==> config.mk <==
export PLATFORM = sky130hd
export DESIGN_NAME = sorter_job_arbiter
export DESIGN_NICKNAME = d
export VERILOG_FILES = /design/src/rtl/sorter_job_arbiter.sv
export SDC_FILE = /design/constraint.sdc
export NUM_CORES = 1
export LEC_CHECK = 0
export ABC_AREA = 1
export CELL_PAD_IN_SITES_DETAIL_PLACEMENT = 1
export CELL_PAD_IN_SITES_GLOBAL_PLACEMENT = 1
export CORE_MARGIN = 1
export CORE_UTILIZATION = 34
export DETAILED_ROUTE_END_ITERATION = 10
export PLACE_DENSITY = 0.83
export SKIP_LAST_GASP = 1
export SLEW_MARGIN = 20
export SYNTH_ARGS = -nofsm -noshare
export SYNTH_HDL_FRONTEND = slang
export SYNTH_SLANG_ARGS = --single-unit
==> constraint.sdc <==
create_clock -name clk -period 2.6 [get_ports clk]
set_clock_uncertainty 0.2 [all_clocks]
set_input_delay 0.39 -clock clk [delete_from_list [all_inputs] [get_ports clk]]
set_output_delay 0.39 -clock clk [all_outputs]
set_load 0.02 [all_outputs]
==> src/rtl/sorter_job_arbiter.sv <==
// Round-robin arbiter sharing one Sorter between two requesters: clears the sorter,
// streams ELEMENT_NUM words from the owner, routes sorted writes back, and releases.
module sorter_job_arbiter #(
  parameter int DATA_WIDTH       = 32,
  parameter int ELEMENT_NUM      = 16,
  parameter int LOG2_ELEMENT_NUM = 4,
  parameter int TIMEOUT          = 4096
) (
  input  logic                        clk,
  input  logic                        rst,
  input  logic                        req0,
  input  logic                        req1,
  input  logic                        src_valid0,
  input  logic                        src_valid1,
  input  logic [DATA_WIDTH-1:0]       src_data0,
  input  logic [DATA_WIDTH-1:0]       src_data1,
  output logic                        gnt0,
  output logic                        gnt1,
  output logic                        sorter_clr,
  output logic                        UM_valid,
  output logic [DATA_WIDTH-1:0]       UM_data,
  input  logic                        SM_valid,
  input  logic [LOG2_ELEMENT_NUM-1:0] SM_addr,
  input  logic [DATA_WIDTH-1:0]       SM_data,
  input  logic                        done,
  output logic                        dst_valid0,
  output logic                        dst_valid1,
  output logic [LOG2_ELEMENT_NUM-1:0] dst_addr,
  output logic [DATA_WIDTH-1:0]       dst_data,
  output logic                        job_done0,
  output logic                        job_done1,
  output logic                        job_err
);

  localparam int CNT_W = LOG2_ELEMENT_NUM + 1;
  localparam int TMO_W = $clog2(TIMEOUT + 1);

  typedef enum logic [2:0] {
    S_IDLE,
    S_CLEAR,
    S_LOAD,
    S_WAIT,
    S_RELEASE
  } state_t;

  state_t                        state_q, state_d;
  logic                          rr_q, rr_d;
  logic                          owner_q, owner_d;
  logic [CNT_W-1:0]              cnt_q, cnt_d;
  logic [TMO_W-1:0]              tmo_q, tmo_d;
  logic [1:0]                    gnt_q, gnt_d;
  logic                          clr_q, clr_d;
  logic                          um_valid_q, um_valid_d;
  logic [DATA_WIDTH-1:0]         um_data_q, um_data_d;
  logic [1:0]                    dst_valid_q, dst_valid_d;
  logic [LOG2_ELEMENT_NUM-1:0]   dst_addr_q, dst_addr_d;
  logic [DATA_WIDTH-1:0]         dst_data_q, dst_data_d;
  logic [1:0]                    job_done_q, job_done_d;
  logic                          job_err_q, job_err_d;

  logic                          own_valid;
  logic [DATA_WIDTH-1:0]         own_data;

  assign own_valid = owner_q ? src_valid1 : src_valid0;
  assign own_data  = owner_q ? src_data1  : src_data0;

  always_comb begin
    state_d     = state_q;
    rr_d        = rr_q;
    owner_d     = owner_q;
    cnt_d       = cnt_q;
    tmo_d       = tmo_q;
    gnt_d       = gnt_q;
    clr_d       = 1'b0;
    um_valid_d  = 1'b0;
    um_data_d   = um_data_q;
    dst_valid_d = '0;
    dst_addr_d  = dst_addr_q;
    dst_data_d  = dst_data_q;
    job_done_d  = '0;
    job_err_d   = 1'b0;

    unique case (state_q)
      S_IDLE: begin
        if (req0 || req1) begin
          owner_d = (req0 && req1) ? rr_q : req1;
          gnt_d   = owner_d ? 2'b10 : 2'b01;
          clr_d   = 1'b1;
          state_d = S_CLEAR;
        end
      end

      S_CLEAR: begin
        cnt_d   = '0;
        state_d = S_LOAD;
      end

      S_LOAD: begin
        if (own_valid) begin
          um_valid_d = 1'b1;
          um_data_d  = own_data;
          cnt_d      = cnt_q + CNT_W'(1);
          if (cnt_q == CNT_W'(ELEMENT_NUM - 1)) begin
            tmo_d   = '0;
            state_d = S_WAIT;
          end
        end
      end

      S_WAIT: begin
        // A write coinciding with done (or with the abort) is still forwarded.
        if (SM_valid) begin
          dst_valid_d[owner_q] = 1'b1;
          dst_addr_d           = SM_addr;
          dst_data_d           = SM_data;
        end
        if (done) begin
          job_done_d[owner_q] = 1'b1;
          rr_d                = ~owner_q;
          state_d             = S_RELEASE;
        end else if (tmo_q == TMO_W'(TIMEOUT - 1)) begin
          job_err_d = 1'b1;
          gnt_d     = '0;
          rr_d      = ~owner_q;
          state_d   = S_IDLE;
        end else begin
          tmo_d = tmo_q + TMO_W'(1);
        end
      end

      S_RELEASE: begin
        gnt_d   = '0;
        state_d = S_IDLE;
      end

      default: begin
        state_d = S_IDLE;
      end
    endcase
  end

  always_ff @(posedge clk or negedge rst) begin
    if (!rst) begin
      state_q     <= S_IDLE;
      rr_q        <= 1'b0;
      owner_q     <= 1'b0;
      cnt_q       <= '0;
      tmo_q       <= '0;
      gnt_q       <= '0;
      clr_q       <= 1'b0;
      um_valid_q  <= 1'b0;
      um_data_q   <= '0;
      dst_valid_q <= '0;
      dst_addr_q  <= '0;
      dst_data_q  <= '0;
      job_done_q  <= '0;
      job_err_q   <= 1'b0;
    end else begin
      state_q     <= state_d;
      rr_q        <= rr_d;
      owner_q     <= owner_d;
      cnt_q       <= cnt_d;
      tmo_q       <= tmo_d;
      gnt_q       <= gnt_d;
      clr_q       <= clr_d;
      um_valid_q  <= um_valid_d;
      um_data_q   <= um_data_d;
      dst_valid_q <= dst_valid_d;
      dst_addr_q  <= dst_addr_d;
      dst_data_q  <= dst_data_d;
      job_done_q  <= job_done_d;
      job_err_q   <= job_err_d;
    end
  end

  assign gnt0       = gnt_q[0];
  assign gnt1       = gnt_q[1];
  assign sorter_clr = clr_q;
  assign UM_valid   = um_valid_q;
  assign UM_data    = um_data_q;
  assign dst_valid0 = dst_valid_q[0];
  assign dst_valid1 = dst_valid_q[1];
  assign dst_addr   = dst_addr_q;
  assign dst_data   = dst_data_q;
  assign job_done0  = job_done_q[0];
  assign job_done1  = job_done_q[1];
  assign job_err    = job_err_q;

endmodule
==> summary.txt, run 1 <==
Run status
  – Status: finished clean

Synth
  – Synth cell types: 34
  – Compound-Gate Fraction of Synth Area: 0.06676
  – Post-Synth Simple-Gate Area: 0.2097
  – Post-Synth Adder-Cell Area: 0.008276
  – Number of synthesized flops with an enable pin: 0
  – Main combinational cell family by area after synthesis: simple AND/OR/NAND/NOR gates
  – Cells after Synth: 463
  – Post-Synth XOR/XNOR Area: 0.007724
  – Synthesized cell area: 4536 um2
  – Ys flop type: dfrtp_1
  – Synthesis Warnings: 0
  – Seq/Total Area, Yosys: 0.5517
  – Synthesized net count: 574
  – Post-synthesis mux area share: 0.1065
  – Flop and latch count out of synthesis: 100
  – Mean Syn Cell Area: 9.796 um2
  – Fraction of registers with async set/reset: 1.000

Worst hold path
  – Hold crit path type: reg2reg
  – Hold path depth: 2

Power
  – Worst IR Drop VDD: 489.7 uV
  – Pwr dens: 1172 nW/um2
  – LEAKAGE: 3.066 nW

STA
  – Worst-Margin Slew: 0.7591 ns
  – RSZ-0062 raised after global routing: false
  – Final hold vios: 0
  – Fmax: 482.7 MHz
  – Final Critical Period: 2.072 ns
  – Final setup viols: 0
  – Slew margin rel.: 0.4939
  – Final slew viol count: 0
  – Period Utilization, post-route: 0.7968
  – Setup TNS: 0 ns

Critical path
  – Worst r2r path cells: 8
  – Startpoint Class: flip-flop
  – Critical Path Sink Type: flip-flop
  – CP max FO: 8
  – Crit path kind: reg2reg
  – Crit path DAT: 2.11 ns
  – Critical Path RT: 2.63 ns

Clock tree
  – Post-cts repair resize count: 0
  – Max Root-Sink Buffers: 2
  – CTS H-tree depth: 3
  – Post-CTS Setup Bufs: 0
  – CTS clk-pin slew, worst paths: 0.07 ns
  – CTS tree: built
  – Clock root buffer: clkbuf_16
  – Worst-Skew Late Latency: 0.35 ns
  – CTS sink cnt: 100
  – CTS Buf Count: 9

Floorplan
  – Die area: 13,810 um2
  – Num rows: 41
  – Die width: 117.5 um
  – Initial core utilization: 0.3537
  – Total I/O pin count: 185
  – Core ar.: 12,820 um2
  – Die height: 117.5 um

GRT
  – Largest net degree at the start of global routing: 57
  – GRT Residual Overflow: 0
  – Global-route wire length before repair: 23.54 mm
  – Vias in the first global route: 4,403
  – Initial antenna violation count: 0
  – Total global-route track usage: 0.2181

Route
  – Final WL: 14.41 mm
  – Initial DRT Pass Iterations: 4
  – Vias per inst: 4.877
  – DRT iter0 DRCs: 232
  – DRC: 0
  – Via count: 4,019
  – ANT nets after route: 0
  – Wire length per cell: 17.49 um

Cells and area
  – Final net count: 758
  – Fin area: 6859 um2
  – # diodes: 0
  – Layout cells sized above 1: 0.1196
  – Syn-to-layout area delta: 51.23%

Placed design
  – RePlAce Congestion: 0.8681
  – Cell Area, Placed: 6541 um2
  – I/O Buffers: 184
  – Dpl hpwl: 10.85 mm

Job
  – Max-cap violations: 0
-- repair_timing --
item	CTS	global route
setup endpoints to repair	0	0
hold buffers	1	0
hold endpoints to repair	54	0
-- flip-flops by register name (all words and copies together), names as in the netlist, 2 cells and up --
name         count
cnt_q            5
UM_data         32
state_q          3
tmo_q           13
gnt_q            2
job_done_q       2
dst_data        32
dst_addr         4
dst_valid_q      2
-- cells by family (layout without fill, tap and decap cells) --
kind of cell,count (synthesis),after routing
AOI/OAI and AO/OA,48,48
xor gates and xnor gates,4,4
adders and majority gates,3,3
buffers and inverters,40,229
DFF,100,100
muxes,37,37
and+or+nand+nor,231,231
-- cell usage after synthesis (all sizes together) (3+ instances only) --
library cell    n  area, um2
nand2         147      566.8
dfrtp         100       2502
nor2           57      231.5
mux2           36      473.0
a31oi          33      206.5
inv            20      77.58
nand3          15      80.08
buf            14      123.9
o21ai           8      40.04
clkbuf          6      22.52
nor3            5      25.02
a21oi           3      26.28
ha              3      37.54
or2             3      18.77
-- worst max-delay path: stages, from the launching register on --
cell and delay, ns:
dfrtp_1 0.40, ha_1 0.21, nand3_1 0.20, nor2_2 0.26, nand2_1 0.14, nand2_1 0.18
inv_1 0.19, nand2_1 0.11, nand2_1 0.07
-- layout make-up --
type                       instances  area, um2
clock buffer                      10      239.0
clock inverter                     6      68.82
fill                            1434       5966
inverter                          20      77.57
multi-input combinational        323       1809
sequential                       100       2502
tap                              172      215.2
timing repair buffer             193       1947
-- layer usage --
| metal | share of wire | vias to the layer above | global-route usage |
|---|---|---|---|
| li1 | - | 1882 | - |
| met1 | 0.40 | 1985 | 0.2513 |
| met2 | 0.52 | 127 | 0.3905 |
| met3 | 0.051 | 25 | 0.05087 |
| met4 | 0.027 | 0 | 0.08333 |
| met5 | 0 | - | 0 |
-- metrics by stage --
step	util	instances	power, mW	hold WS (ns)	worst slack, ns
floorplan	-	463	4.871	-0.1056	0.8538
detailed placement	0.5100	807	6.698	0.2824	0.4931
CTS	0.5348	824	8.145	0.2993	0.5138
finish	0.5348	824	8.042	0.2881	0.5284
global placement	0.5100	807	6.482	0.2803	0.5708
global route	0.5348	824	8.525	0.3340	0.3581
-- power by group --
part / internal [mW] / switching (mW)
Clock: 0.783 / 0.617
Sequential: 2.21 / 0.409
Combinational: 1.89 / 2.13
Total: 4.89 / 3.16
-- cells in the final DEF, fill, tap and decap left out, types with 3 or more instances in the layout --
cell type,n
nand2_2,6
mux2_2,18
nand3_1,14
nor2_1,54
clkbuf_16,9
buf_4,6
inv_2,3
nor3_1,5
mux2_4,18
buf_12,3
nand2_1,141
inv_1,16
clkdlybuf4s50_1,183
o21ai_0,8
ha_1,3
a31oi_1,33
dfrtp_1,100
-- final timing paths --
path	start	endpoint	slack, ns
worst max-delay path	tmo_q[0]	tmo_q[11]	0.53
worst min-delay path	gnt_q[1]	gnt_q[1]	0.29
worst max register to register	tmo_q[0]	tmo_q[11]	0.53
worst min register to register	gnt_q[1]	gnt_q[1]	0.29
max in group asynchronous	rst	UM_data[13]	1.15
min in group asynchronous	rst	dst_data[30]	0.45
No activity file was read; power rests on OpenSTA's default activity.
==> run 2: changes to the inputs <==
--- a/config.mk
+++ b/config.mk
@@ -9,9 +9,9 @@
 export CELL_PAD_IN_SITES_DETAIL_PLACEMENT = 1
 export CELL_PAD_IN_SITES_GLOBAL_PLACEMENT = 1
 export CORE_MARGIN = 1
-export CORE_UTILIZATION = 34
+export CORE_UTILIZATION = 32
 export DETAILED_ROUTE_END_ITERATION = 10
-export PLACE_DENSITY = 0.83
+export PLACE_DENSITY = 0.79
 export SKIP_LAST_GASP = 1
 export SLEW_MARGIN = 20
 export SYNTH_ARGS = -nofsm -noshare
==> constraint.sdc (replaced) <==
create_clock -name clk -period 1.95 [get_ports clk]
set_clock_uncertainty 0.2 [all_clocks]
set_input_delay 0.2925 -clock clk [delete_from_list [all_inputs] [get_ports clk]]
set_output_delay 0.2925 -clock clk [all_outputs]
set_load 0.02 [all_outputs]
==> summary.txt, run 2 (synthesis results as in run 1) <==
Run status
  – Status: finished clean (unchanged)

Critical path
  – Critical Path RT: 2.00 ns (was 2.63 ns)
  – Most frequent CP cell: nand2_2 (was nand2_1)
  – Startpoint Class: flip-flop (unchanged)
  – CP max stage cell: dfrtp_1 (unchanged)
  – Critical Path Sink Type: flip-flop (unchanged)
  – CP max stage delay: 0.41 ns (was 0.40 ns)
  – CP top delay family: buffers and inverters (was simple AND/OR/NAND/NOR gates)
  – Crit path kind: reg2reg (unchanged)
  – Worst path cell trace: inv_1 -> nand2_2 -> nor2_4 -> nand2_2 -> inv_2 -> buf_12 -> nor2_1 -> a31oi_1 (was ha_1 -> nand3_1 -> nor2_2 -> nand2_1 -> nand2_1 -> inv_1 -> nand2_1 -> nand2_1)
  – Crit path DAT: 1.92 ns (was 2.11 ns)
  – CP bufs+invs: 3 (was 1)
  – CP max FO: 36 (was 8)

Cells and area
  – Syn-to-layout area delta: 54.26% (was 51.23%)
  – Fin area: 6997 um2 (was 6859 um2)
  – Most frequent cells in the layout: clkdlybuf4s50_1, nand2_1, dfrtp_1 (unchanged)
  – Final Core Density: 0.5060 (was 0.5348)
  – Final net count: 770 (was 758)
  – Fill count: 1,530 (was 1,434)
  – # diodes: 0 (unchanged)
  – Layout cells sized above 1: 0.1506 (was 0.1196)
  – Leading cell type in the layout, fill and taps excluded: clkdlybuf4s50_1 (unchanged)

Power
  – LEAKAGE: 3.104 nW (was 3.066 nW)
  – Pwr dens: 1538 nW/um2 (was 1172 nW/um2)
  – Tot Pwr: 10.76 mW (was 8.042 mW)
  – Worst IR Drop VDD: 696.2 uV (was 489.7 uV)

Placed design
  – RePlAce Congestion: 0.7897 (was 0.8681)
  – Dpl hpwl: 10.10 mm (was 10.85 mm)
  – I/O Buffers: 184 (unchanged)
  – Cell Area, Placed: 6609 um2 (was 6541 um2)

Route
  – DRC: 0 (unchanged)
  – Initial DRT Pass Iterations: 4 (unchanged)
  – DRT iter0 DRCs: 193 (was 232)
  – Final WL: 13.88 mm (was 14.41 mm)
  – Wire length per cell: 16.45 um (was 17.49 um)
  – ANT nets after route: 0 (unchanged)
  – Vias per inst: 4.775 (was 4.877)
  – Via count: 4,030 (was 4,019)

Worst hold path
  – Hold crit path type: in2async (was reg2reg)

Floorplan
  – Total I/O pin count: 185 (unchanged)
  – Num rows: 43 (was 41)
  – Core ar.: 13,830 um2 (was 12,820 um2)
  – Initial core utilization: 0.3280 (was 0.3537)
  – Die area: 14,650 um2 (was 13,810 um2)
  – Die width: 121.1 um (was 117.5 um)
  – Die height: 121.1 um (was 117.5 um)

STA
  – Final Critical Period: 1.878 ns (was 2.072 ns)
  – Final slew viol count: 0 (unchanged)
  – Hold slack: 0.2753 ns (was 0.2881 ns)
  – Final hold vios: 0 (unchanged)
  – Period Utilization, post-route: 0.9629 (was 0.7968)
  – Final setup viols: 0 (unchanged)
  – Worst-Margin Slew: 0.4415 ns (was 0.7591 ns)
  – Fmax: 532.6 MHz (was 482.7 MHz)
  – Slew margin rel.: 0.7057 (was 0.4939)

GRT
  – Largest net degree at the start of global routing: 67 (was 57)
  – Total global-route track usage: 0.1944 (was 0.2181)
  – Vias in the first global route: 4,305 (was 4,403)
  – Global-route wire length before repair: 21.98 mm (was 23.54 mm)
  – Initial antenna violation count: 0 (unchanged)
  – GRT Residual Overflow: 0 (unchanged)

Clock tree
  – Max Root-Sink Buffers: 2 (unchanged)
  – CTS Buf Count: 9 (unchanged)
  – CTS sink cnt: 100 (unchanged)
  – CTS clk-pin slew, worst paths: 0.07 ns (about the same)
  – Clock root buffer: clkbuf_16 (unchanged)
  – Worst-Skew Late Latency: 0.35 ns (about the same)
  – CTS tree: built (unchanged)
  – CTS H-tree depth: 3 (unchanged)

Job
  – Max-cap violations: 0 (unchanged)
run 2: cell types whose count changed in the layout (fill, tap and decap cells not counted), sizes merged:
cell / previous run / this run
buf: 9 / 21
bufinv: 1 / 0
clkinv: 2 / 1
clkinvlp: 0 / 2
run 2: timing repair:
item,CTS,global route
resized for setup,1,10
endpoints found under the setup margin,13,17
gates cloned,0,0
pin swaps,0,3
hold buffers,1,0
setup buffers,0,6
hold endpoints to repair,100,0
run 2: layout make-up:
class | instances | area, um2 | share of cell area
clock inverters | 6 | 53.80 | 0.007690
well taps | 180 | 225.2 | 0.03219
flip-flops and latches | 100 | 2504 | 0.3578
repair buffers | 205 | 2049 | 0.2929
inverters | 20 | 81.33 | 0.01162
clock buffers | 10 | 239.0 | 0.03416
multi-input cells | 323 | 1844 | 0.2636
run 2: final timing paths:
kind | start | to | slack [ns] | cells after the start
min in group clk | src_data1[29] | UM_data[29] | 0.30 | 3
max reg2reg | state_q[0] | UM_data[3] | 0.07 | 8
max | state_q[0] | UM_data[3] | 0.07 | 8
min reg2reg | gnt_q[1] | gnt_q[1] | 0.30 | 2
max in group asynchronous | rst | dst_data[31] | 0.90 | 3
min | rst | job_done_q[1] | 0.28 | 3
run 2: worst register-to-register path: cells and delay by family, from the launching register on:
kind                   cells  cell delay [ns]
AO/OA/AOI/OAI              1             0.23
flip-flops                 1             0.41
AND/OR/NAND/NOR            4             0.46
buffers and inverters      3             0.48
run 2: per-layer routing:
layer | part of all wire | GRT usage | up-vias
li1 | - | - | 1907
met1 | 0.42 | 0.2331 | 1966
met3 | 0.069 | 0.04511 | 21
met2 | 0.49 | 0.3336 | 136
met4 | 0.024 | 0.08025 | 0
met5 | 0 | 0 | -
run 2: power by group:
| part | switching, mW | internal, mW |
|---|---|---|
| Combinational | 2.87 | 2.66 |
| Sequential | 0.498 | 2.94 |
| Clock | 0.858 | 0.927 |
| Total | 4.23 | 6.53 |
run 2: through the flow:
stage                     instances  setup WS (ns)  setup TNS [ns]
after floorplan                 463         0.2038               0
after global placement          821         0.1022               0
after detailed placement        821       -0.01475        -0.08866
after CTS                       838        0.02328               0
after global routing            844      -0.005053       -0.007404
final                           844        0.07239               0
